<file path="src/rtl/lycan_globals.sv">
// Project-wide constants and shared types for the peripheral slot fabric.
package lycan_globals;

    localparam int unsigned num_peripherals      = 4;
    localparam int unsigned usb_packet_width     = 32;
    localparam int unsigned periph_address_width = 4;
    localparam int unsigned rx_arb_max_burst     = 4;

    typedef enum logic {
        ARB  = 1'b0,
        XFER = 1'b1
    } arb_state_t;

endpackage

</file>
<file path="src/rtl/rr_priority_select.sv">
// Combinational round-robin find-first: first set req at or after ptr, wrapping modulo N.
module rr_priority_select #(
    parameter  int unsigned N  = 4,
    localparam int unsigned IW = $clog2(N)
) (
    input  logic [N-1:0]  req_i,
    input  logic [IW-1:0] ptr_i,
    output logic          valid_o,
    output logic [IW-1:0] idx_o
);

    int unsigned slot;

    // Scan from the far end so the candidate closest to ptr wins last.
    always_comb begin
        valid_o = 1'b0;
        idx_o   = '0;
        slot    = 0;
        for (int k = int'(N) - 1; k >= 0; k--) begin
            slot = 32'(ptr_i) + 32'(k);
            if (slot >= N) begin
                slot = slot - N;
            end
            if (req_i[IW'(slot)]) begin
                valid_o = 1'b1;
                idx_o   = IW'(slot);
            end
        end
    end

endmodule

</file>
<file path="src/rtl/periph_rx_arbiter.sv">
// Round-robin drain of per-slot RX FIFOs into the shared host-bound USB FIFO.
// Optional per-slot packet counters are enabled with PERIPH_RX_ARB_STATS_EN.
module periph_rx_arbiter
    import lycan_globals::*;
#(
    parameter  int unsigned NUM_PERIPH = num_peripherals,
    parameter  int unsigned MAX_BURST  = rx_arb_max_burst,
    parameter  int unsigned PAYLOAD_W  = usb_packet_width - periph_address_width,
    localparam int unsigned GW         = $clog2(NUM_PERIPH)
) (
    input  logic                                 clk,
    input  logic                                 rst,
    input  logic [NUM_PERIPH-1:0]                periph_en,
    input  logic [NUM_PERIPH-1:0][PAYLOAD_W-1:0] rx_data,
    input  logic [NUM_PERIPH-1:0]                rx_empty,
    output logic [NUM_PERIPH-1:0]                rx_rden,
    output logic [usb_packet_width-1:0]          usb_data,
    output logic                                 usb_wren,
    input  logic                                 usb_full,
    output logic [GW-1:0]                        grant,
    output logic                                 idle
`ifdef PERIPH_RX_ARB_STATS_EN
    ,
    output logic [NUM_PERIPH-1:0][15:0]          pkt_count
`endif
);

    localparam int unsigned AW = periph_address_width;
    localparam int unsigned UW = usb_packet_width;
    localparam int unsigned BW = 8;

    arb_state_t            state_q, state_d;
    logic [GW-1:0]         grant_q, grant_d;
    logic [GW-1:0]         rr_ptr_q, rr_ptr_d;
    logic [BW-1:0]         burst_q, burst_d;
    logic [NUM_PERIPH-1:0] req;
    logic                  sel_valid;
    logic [GW-1:0]         sel_idx;
    logic [GW-1:0]         ptr_next;
    logic                  xfer;

    assign req      = periph_en & ~rx_empty;
    assign grant    = grant_q;
    assign ptr_next = (grant_q == GW'(NUM_PERIPH - 1)) ? '0 : grant_q + GW'(1);

    rr_priority_select #(.N(NUM_PERIPH)) u_sel (
        .req_i   (req),
        .ptr_i   (rr_ptr_q),
        .valid_o (sel_valid),
        .idx_o   (sel_idx)
    );

    always_ff @(posedge clk or posedge rst) begin
        if (rst) begin
            state_q  <= ARB;
            grant_q  <= '0;
            rr_ptr_q <= '0;
            burst_q  <= '0;
        end else begin
            state_q  <= state_d;
            grant_q  <= grant_d;
            rr_ptr_q <= rr_ptr_d;
            burst_q  <= burst_d;
        end
    end

    // A full host FIFO only stalls; the grant is released on empty/disable or burst end.
    always_comb begin
        state_d  = state_q;
        grant_d  = grant_q;
        rr_ptr_d = rr_ptr_q;
        burst_d  = burst_q;
        rx_rden  = '0;
        usb_wren = 1'b0;
        xfer     = 1'b0;
        idle     = 1'b0;
        usb_data = UW'({AW'(grant_q), rx_data[grant_q]});
        unique case (state_q)
            ARB: begin
                idle = ~|req;
                if (sel_valid) begin
                    grant_d = sel_idx;
                    burst_d = '0;
                    state_d = XFER;
                end
            end
            XFER: begin
                xfer = req[grant_q] & ~usb_full;
                if (!req[grant_q]) begin
                    state_d  = ARB;
                    rr_ptr_d = ptr_next;
                end else if (xfer) begin
                    rx_rden[grant_q] = 1'b1;
                    usb_wren         = 1'b1;
                    burst_d          = burst_q + BW'(1);
                    if (burst_q == BW'(MAX_BURST - 1)) begin
                        state_d  = ARB;
                        rr_ptr_d = ptr_next;
                    end
                end
            end
            default: state_d = ARB;
        endcase
    end

`ifdef PERIPH_RX_ARB_STATS_EN
    logic [NUM_PERIPH-1:0][15:0] cnt_q;

    always_ff @(posedge clk or posedge rst) begin
        if (rst) begin
            cnt_q <= '0;
        end else if (usb_wren) begin
            cnt_q[grant_q] <= cnt_q[grant_q] + 16'd1;
        end
    end

    assign pkt_count = cnt_q;
`endif

endmodule
</file>
<file path="config.mk">
export PLATFORM = sky130hd
export DESIGN_NAME = periph_rx_arbiter
export DESIGN_NICKNAME = d
export VERILOG_FILES = /design/src/rtl/lycan_globals.sv /design/src/rtl/rr_priority_select.sv /design/src/rtl/periph_rx_arbiter.sv
export SDC_FILE = /design/constraint.sdc
export NUM_CORES = 1
export LEC_CHECK = 0
export CORE_MARGIN = 2
export CORE_UTILIZATION = 29
export DETAILED_ROUTE_END_ITERATION = 12
export PLACE_DENSITY = 0.88
export SLEW_MARGIN = 30
export SYNTH_ARGS = -nofsm -noshare
export SYNTH_HDL_FRONTEND = slang
export SYNTH_HIERARCHICAL = 1
export SYNTH_SLANG_ARGS = --single-unit
</file>
<file path="constraint.sdc">
create_clock -name clk -period 2.1 [get_ports clk]
set_input_delay 0.42 -clock clk [delete_from_list [all_inputs] [get_ports clk]]
set_output_delay 0.42 -clock clk [all_outputs]
set_load 0.01 [all_outputs]
</file>
* Yosys cells after proc, flatten, opt, wreduce, memory -nomap -nowiden
Cells that the tools add are included.
** Word-level totals
- Register bits after elaboration :: 13
- Input bits :: 123
- Logic and storage cells :: 87
- Output and inout bits :: 40
** Cells by class
- Add/subtract/negate cells :: 9
- Magnitude comparators :: 10
- Reduce and logical (&&, ||, !) cells :: 6
- Bitwise logic cells :: 5
- Eq/ne operators :: 7
- Muxes and demuxes :: 46
** Operator list (number)
- $bmux W28 S2 :: 1
- $mux W28 :: 1
- $mux W2 :: 12
- $mux W8 :: 3
- $mux W1 :: 18
- $pmux W8 S2 :: 1
- $lt A2 B3 Y1 const B :: 5
- $mux W4 :: 3
- $bmux W1 S2 :: 5
- $ge A3 B3 Y1 const B :: 3
- $add A8 B1 Y8 const B :: 1
- $eq A8 B2 Y1 const B :: 1
- $ne A2 B1 Y1 const B :: 4
- $sub A2 B1 Y2 const B :: 4
- $add A2 B2 Y3 const B :: 2
- $reduce_and A3 Y1 :: 2
- $and A4 B4 Y4 :: 1
- $not A4 Y4 :: 1
- $reduce_or A4 Y1 :: 1
- $add A2 B1 Y3 const B :: 1
- $ge A2 B3 Y1 const B :: 1
- $add A2 B1 Y2 const B :: 1
- $demux W1 S2 :: 1
- $eq A2 B2 Y1 const B :: 1
- other kinds (8) :: 9

* Depth between registers and ports, before layout
- Word-level depth :: 11
- Gate-level depth with buffers :: 8
- Gate-level depth less buffers :: 7

* Hierarchy
Netlist, hierarchy kept.
** Modules (own cells, without submodules)
- periph_rx_arbiter :: sequential area each 325.3 sq um, instances 1, cells an instance 121, area each 1488.9 sq um
- rr_priority_select :: sequential area each 0.0 sq um, instances 1, cells an instance 13, area each 77.6 sq um

* Worst setup path before layout
Ideal clock, no wire load.
- Path kind :: reg2out
- Start point :: register grant_q[0], in the netlist grant[0]
- End point :: output port rx_rden[0]
- Path buffers :: 1
- Setup slack :: -0.034 ns
- Data arrival time :: 1.714 ns
- Cell stages (with the launch flop) :: 6
- Required time :: 1.680 ns
- Cell sequence :: dfrtp_1 > inv_2 > mux4_2 > buf_2 > nor2_2 > and2_1
** On the way
- Word-level cells in the longest chain between the ends :: 7
- Elaborated cells between the ends (all ways) :: 11
- Those cells by class :: 2 x order compare; 7 x mux; 1 x bitwise; 1 x reduce/logical
** Ends and longest elaborated chain
- start, declared :: RTL line periph_rx_arbiter.sv:33 : logic [GW-1:0] grant_q, grant_d;
- start signal, assigned :: RTL line periph_rx_arbiter.sv:61 : grant_q <= grant_d;
- $lt A2 B3 Y1 (not written as such) or $ge A2 B1 Y1 (tied branches) :: RTL line periph_rx_arbiter.sv:93 : rx_rden[grant_q] = 1'b1;
- $logic_and A1 B1 Y1 (not written as such) :: RTL line periph_rx_arbiter.sv:93
- $mux W1 (not written as such) :: RTL line periph_rx_arbiter.sv:93
- $demux W1 S2 :: RTL line periph_rx_arbiter.sv:93
- $mux W4 :: RTL line periph_rx_arbiter.sv:92 : end else if (xfer) begin
- $mux W4 (*) :: RTL line periph_rx_arbiter.sv:89 : if (!req[grant_q]) begin
- $mux W4 (*) :: RTL line periph_rx_arbiter.sv:78 : unique case (state_q)
- end, declared :: RTL line periph_rx_arbiter.sv:16 : output logic [NUM_PERIPH-1:0] rx_rden,
Mark *: on every way between the ends. The rest lies on a longest branch, timed or not. The select of a mux whose other input is x is not followed.

* Worst setup path in the final report
- Start point :: register grant_q[0], in the netlist grant[0]
- End point :: output port rx_rden[1]
Same word-level chain as after synthesis.

==> impl_metrics.csv <==
group,metric,value,unit
global_routing,grtUsageTotal,0.243,
clocking,cts_root_buf,"clkbuf_8",
global_routing,grt_antenna_before_repair,0,
clocking,clk_latency,250,ps
timing,finalCritPeriodShare,1.06,
yosys,synth_flop_cell,"dfrtp_1",
timing,drv_slew,0,
yosys,synth_seq_cells,13,
yosys,synth_most_common_cell,"mux4_2",
critical_path,end_kind,"output port",
final_layout,instances_no_fill,379,
critical_path,reg2reg_slack,140,ps
floorplan,die_y,77.5,µm
clocking,clk_pin_slew_worst_paths,60,ps
drt,wl,7310,µm
global_routing,first_global_vias,2006,
timing,period_needed,2220,ps
global_routing,grt_max_degree,30,
clocking,cts_tree,"built",
yosys,synthTopCellsByArea,"mux4_2 42%, dfrtp_1 21%, mux2i_1 5.8%",
final_layout,multi_input_area,1210,µm²
drt,drtPass1Iterations,4,
timing,hold_viol_final,0,
final_layout,n_antenna_cell,0,
flow_run,max_cap_violations,0,
critical_path,cp-start-kind,"flip-flop",
yosys,ys_types,29,
yosys,synthCells,134,
drt,drc,0,
yosys,ys_warn_count,6,
placement,dp_worst_setup_slack,-718,ps
floorplan,row_count,26,
timing,setup_violations,33,
min_path,holdCritPathClass,"reg2reg",
clocking,cts_buffers,3,
yosys,synth-edff-count,0,
critical_path,startpoint,"grant[0]",
pwr,power_density,852,nW/µm²
floorplan,io_pins,163,
yosys,synth.cell_area,1570,µm²
clocking,htree_levels,1,
floorplan,die_w,77.5,µm
drt,num_vias,1927,
critical_path,rr_startpoint,"grant[0]",
drt,viasPerCell,5.08,
placement,dp.cells,369,
yosys,async_flop_share,1.00,
timing,rsz0062_at_grt,"true",
final_layout,area_growth,124,%
floorplan,initial_core_util,0.303,
critical_path,slowest_delay,550,ps
clocking,cts.sinks,13,
floorplan,dieArea,6010,µm²
pwr,vdd_drop_max,756,µV
timing,hold_ws,484,ps
critical_path,reg2reg_depth,6,
clocking,clock_path_buffers,2,
drt,dr.first_iter.drc_count,85,
final_layout,final-seq-area,327,µm²
floorplan,core_area,5170,µm²
drt,wire_per_inst,19.3,µm
critical_path,cp_top_family,"multiplexers",
run_status,run_status,"complete, but fails checks",
timing,setup_slack,-122,ps
critical_path,reg2reg_to,"rr_ptr_q[0]",
timing,max_freq,0.450,GHz
drt,detail-route-antenna-nets,0,
pwr,power,2.98,mW
timing,skew,4.27,ps
critical_path,worstPathRequired,1680,ps
critical_path,crit_end,"rx_rden[1]",
yosys,syn_area_per_cell,11.7,µm²
pwr,leakage,1.43,nW
yosys,ys_top_cells_by_count,"29 x mux4_2, 14 x nand2_1, 13 x dfrtp_1",
critical_path,critPathKind,"reg2out",
global_routing,grt_overflow,0,
yosys,yosys.area.top_type,"mux4_2",
critical_path,critical_path_cell_count,6,
critical_path,crit_buf_inv,3,
final_layout,drive_gt1_frac,0.265,
critical_path,cp_common_cell,"buf_6",
placement,portBuffers,160,
placement,dp_hpwl,5810,µm
placement,routabilityCongestion,0.874,
critical_path,crit_chain,"inv_2 -> mux4_2 -> nor2_4 -> buf_6 -> and2_4 -> buf_6",
critical_path,cp_max_fo,4,
final_layout,fillers,381,
run_status,violations,"negative setup slack",
yosys,netlist.area_leader.share,0.417,
global_routing,grt_pass1_wl,11200,µm
critical_path,worstPathArrival,1800,ps
final_layout,nets,438,
critical_path,cpMaxStageDelayCell,"mux4_2",
yosys,ys_seq_area_frac,0.208,
report_power, final:
group	internal, mW	switching, mW
combinational	1.40	0.973
sequential	0.313	0.0702
clock	0.134	0.0931
per-stage QoR:
stage,util,area (µm²),TNS [ps]
6_report,0.677,3500,-1860
5_1_grt,0.677,3500,-3670
4_1_cts,0.671,3470,-2360
3_5_place_dp,0.648,3350,-8400
3_3_place_gp,0.648,3350,-7630
2_1_floorplan,-,1580,0
how the worst min path moves through the flow:
stage,startpoint,endpoint,slack (ps),cells after the start
after floorplan,rst,burst_q[0],300,1
after global placement,burst_q[7],burst_q[7],460,1
after detailed placement,burst_q[7],burst_q[7],460,1
after CTS,burst_q[7],burst_q[7],480,1
after global routing,burst_q[7],burst_q[7],510,1
final,burst_q[7],burst_q[7],480,1
sequential cells by signal, summed over array words and instances (netlist names):
| name | flops |
|---|---|
| burst_q | 8 |
| grant | 2 |
| rr_ptr_q | 2 |
| state_q | 1 |
cell type report:
type / instances / area share
Tap cell: 70 / 0.0250
Multi-Input combinational cell: 100 / 0.344
Inverter: 9 / 0.00965
Sequential cell: 13 / 0.0932
Clock buffer: 4 / 0.0129
Timing Repair Buffer: 183 / 0.515
per-layer routing:
metal	wire length [µm]	vias up	GRT usage
li1	-	859	-
met1	2680	948	0.275
met2	3890	106	0.444
met3	590	14	0.0593
met4	142	0	0.0839
met5	0	-	0
kinds of logic (layout without fill, tap and decap cells):
family | after synthesis | after routing | synth area share
AND/OR/NAND/NOR | 46 | 46 | 0.158
multiplexers | 42 | 42 | 0.503
buffers and inverters | 22 | 196 | 0.0647
flip-flops | 13 | 13 | 0.208
adder cells (fa/ha/maj) | 5 | 5 | 0.0399
AO/OA/AOI/OAI | 5 | 5 | 0.0240
other | 1 | 2 | 0.00239
worst register-to-register path, stage by stage (launching register included):
cell	delay, ps
dfrtp_2	400
inv_2	80
mux4_2	550
buf_4	160
buf_4	170
o21ai_4	150
mux2_2	340
timing repair:
| item | CTS | global route |
|---|---|---|
| hold buffers | 0 | 0 |
| setup endpoints to repair | 37 | 36 |
| pin swaps | 5 | 3 |
| resized for setup | 84 | 4 |
| setup buffers | 4 | 2 |
| gates cloned | 1 | 0 |
cells in the final DEF, fill, tap and decap left out, drive strengths merged:
cell,n
clkdlybuf4s50,118
mux4,29
dlygate4sd2,29
buf,28
nand2,14
dfrtp,13
mux2i,9
inv,9
nor2,8
clkdlybuf4s15,8
nand2b,7
ha,5
mux2,4
and2,4
clkbuf,4
nand3,3
nor3,3
nor4,3
nor3b,2
conb,2
a211oi,2
and4b,1
o21ai,1
o31ai,1
or4,1
a21oi,1
Power figures use the tool's default switching activity.
==> variant: new RTL, same settings <==
The option `PERIPH_RX_ARB_STATS_EN` is turned on by a define.
--- a/src/rtl/periph_rx_arbiter.sv
+++ b/src/rtl/periph_rx_arbiter.sv
@@ -1,5 +1,7 @@
 // Round-robin drain of per-slot RX FIFOs into the shared host-bound USB FIFO.
 // Optional per-slot packet counters are enabled with PERIPH_RX_ARB_STATS_EN.
+`define PERIPH_RX_ARB_STATS_EN
+
 module periph_rx_arbiter
     import lycan_globals::*;
 #(
Behaviour (old outputs only; new: pkt_count): unchanged (equiv_simple and equiv_induct, registers matched by name and starting in step).
==> variant against the original RTL <==
The run still ends with setup timing left; die area grew to 2.7 times the old value; setup slack worse by 0.13 ns; hold slack got worse by 0.062 ns; total power increased to 4.5 times the old value; area after synthesis grew to 2.8 times the old value; routed wire length increased to 2.9 times the old value; sequential cell count increased by 64; design area up 150%; critical path type is now reg2reg; critical endpoint is now pkt_count[33]; largest cell class unchanged.
==> variant: results (changes against the original RTL) <==
| Metric | Value |
|---|---|
| Reported net switching power | 5.41 mW (+380%) |
| Syn_area_per_cell | 11.1 um^2 (-5.3%) |
| Vias in the first global route | 4857 (+140%) |
| Complex-gate fraction of the synthesized area | 0.0865 (+0.0625) |
| Final WS setup | -0.252 ns (-0.130 ns) |
| Crit path largest cell delay | 0.57 ns (+0.02 ns) |
| Total CTS buffers | 9 (+6) |
| Layout cells sized above 1 | 0.386 (+0.120) |
| Gr usage total | 0.226 (-0.0170) |
| H-tree Lvls | 3 (+2) |
| Asr flop ratio synth | 1.00 (unchanged) |
| Root Buffer Master | clkbuf_16 |
| Largest net degree at the start of global routing | 47 (+57%) |
| First-pass detailed-route iteration total | 7 (+3) |
| Layout Skew | 0.00895 ns (+0.00468 ns) |
| GPL Wtd Cong | 0.827 (-5.4%) |
| Multiplexer share of the synthesized area | 0.245 (-0.258) |
| Top cells by area, synth | dfrtp_1 (43%), mux4_2 (23%), a21oi_1 (6.9%) |
| Peak supply drop | 0.000865 V (+14%) |
| Adder-cell share of the synthesized area | 0.0169 (-0.0230) |
| CP Data Arrival Time | 2.57 ns (+0.77 ns) |
| Largest register FFs | 64 (+56) |
| WL final | 21000 um (+190%) |
| Seq/Total Area, Yosys | 0.434 (+0.226) |
| Vias per cell | 5.36 (+5.5%) |
| Failing checks | setup timing |
| Setup crit end | pkt_count[33] |
| Initial DRC Count | 316 (+270%) |
| Outcome | complete, but fails checks |
| Xor/xnor share of the synthesized area | 0.0355 (+0.0355) |
| Setup violation total in the final timing report | 88 (+170%) |
| Yosys cell types | 35 (+21%) |
| Nets | 850 (+94%) |
| Dpl hpwl | 13500 um (+130%) |
| Clk_lat worst skew | 0.34 ns (+0.09 ns) |
| Hold Crit Class | in2async |
| # port buffers | 224 (+40%) |
| Routed WL per cell | 22.9 um (+19%) |
| Pleak | 3.63 nW (+150%) |
| Global-route wire length before repair | 27900 um (+150%) |
| Worst Path Max Fanout | 31 (+27) |
-- variant: layout make-up --
| class | instances | area [um^2] |
|---|---|---|
| inverters | 12 | 55.1 |
| well taps | 188 | 235 |
| fillers | 1169 | 6390 |
| multi-input cells | 287 | 2740 |
| flip-flops and latches | 77 | 1930 |
| repair buffers | 334 | 3390 |
| clock inverters | 7 | 121 |
| clock buffers | 9 | 225 |
| diodes | 2 | 5.00 |
-- variant: cell families (layout without fill, tap and decap cells) --
family,Yosys count,count (layout)
mux,52,52
flops,77,77
simple gates,136,136
buf+inv,38,362
xor+xnor,18,18
compound gates,73,73
fa+ha+maj,6,6
other cells,1,4
-- variant: how the worst min path moves through the flow --
| stage | startpoint | endpoint | slack, ns |
|---|---|---|---|
| final | rst | pkt_count[4] | 0.42 |
| after floorplan | burst_q[7] | burst_q[7] | 0.45 |
| after global placement | burst_q[7] | burst_q[7] | 0.47 |
| after CTS | rst | pkt_count[52] | 0.44 |
| after detailed placement | burst_q[7] | burst_q[7] | 0.48 |
| after global routing | rst | pkt_count[36] | 0.46 |
-- variant: what timing repair did --
item / 4_1_cts / 5_1_grt
endpoints found under the setup margin: 98 / 99
setup buffers: 29 / 20
gates resized for setup: 223 / 64
cloned: 1 / 4
endpoints found under the hold margin: 0 / 0
pin swaps: 18 / 17
-- variant: worst reg2reg max path, cell delays in order (launching register included) --
cell	delay, ns
dfrtp_2	0.42
inv_2	0.07
mux4_2	0.57
buf_6	0.17
buf_6	0.13
nor2_4	0.10
buf_4	0.38
mux2_2	0.40
-- variant: through the flow --
stage	area [um^2]	setup slack, ns	TNS [ns]	hold WS (ns)
6_report	8700	-0.252	-10.40	0.422
5_1_grt	8700	-0.314	-15.14	0.463
3_3_place_gp	7300	-0.759	-35.67	0.468
3_5_place_dp	7300	-0.791	-39.62	0.478
2_1_floorplan	4480	-0.0476	-0.190	0.449
4_1_cts	8180	-0.251	-6.17	0.442
-- variant: power groups by stage --
| stage | combinational (mW) | sequential, mW | clock, mW |
|---|---|---|---|
| 6_report | 8.93 | 2.78 | 1.81 |
| 5_1_grt | 9.31 | 2.85 | 1.89 |
| 4_1_cts | 7.69 | 2.72 | 1.81 |
| 3_5_place_dp | 6.85 | 2.73 | 0 |
| 3_3_place_gp | 6.73 | 2.69 | 0 |
| 2_1_floorplan | 2.99 | 2.85 | 0 |
-- variant: metal layers --
| layer | vias up | GRT usage | wire, um |
|---|---|---|---|
| li1 | 2103 | - | - |
| met1 | 2430 | 0.245 | 7350 |
| met2 | 311 | 0.415 | 10900 |
| met3 | 70 | 0.0568 | 1760 |
| met4 | 0 | 0.102 | 1000 |
| met5 | - | 0 | 0 |
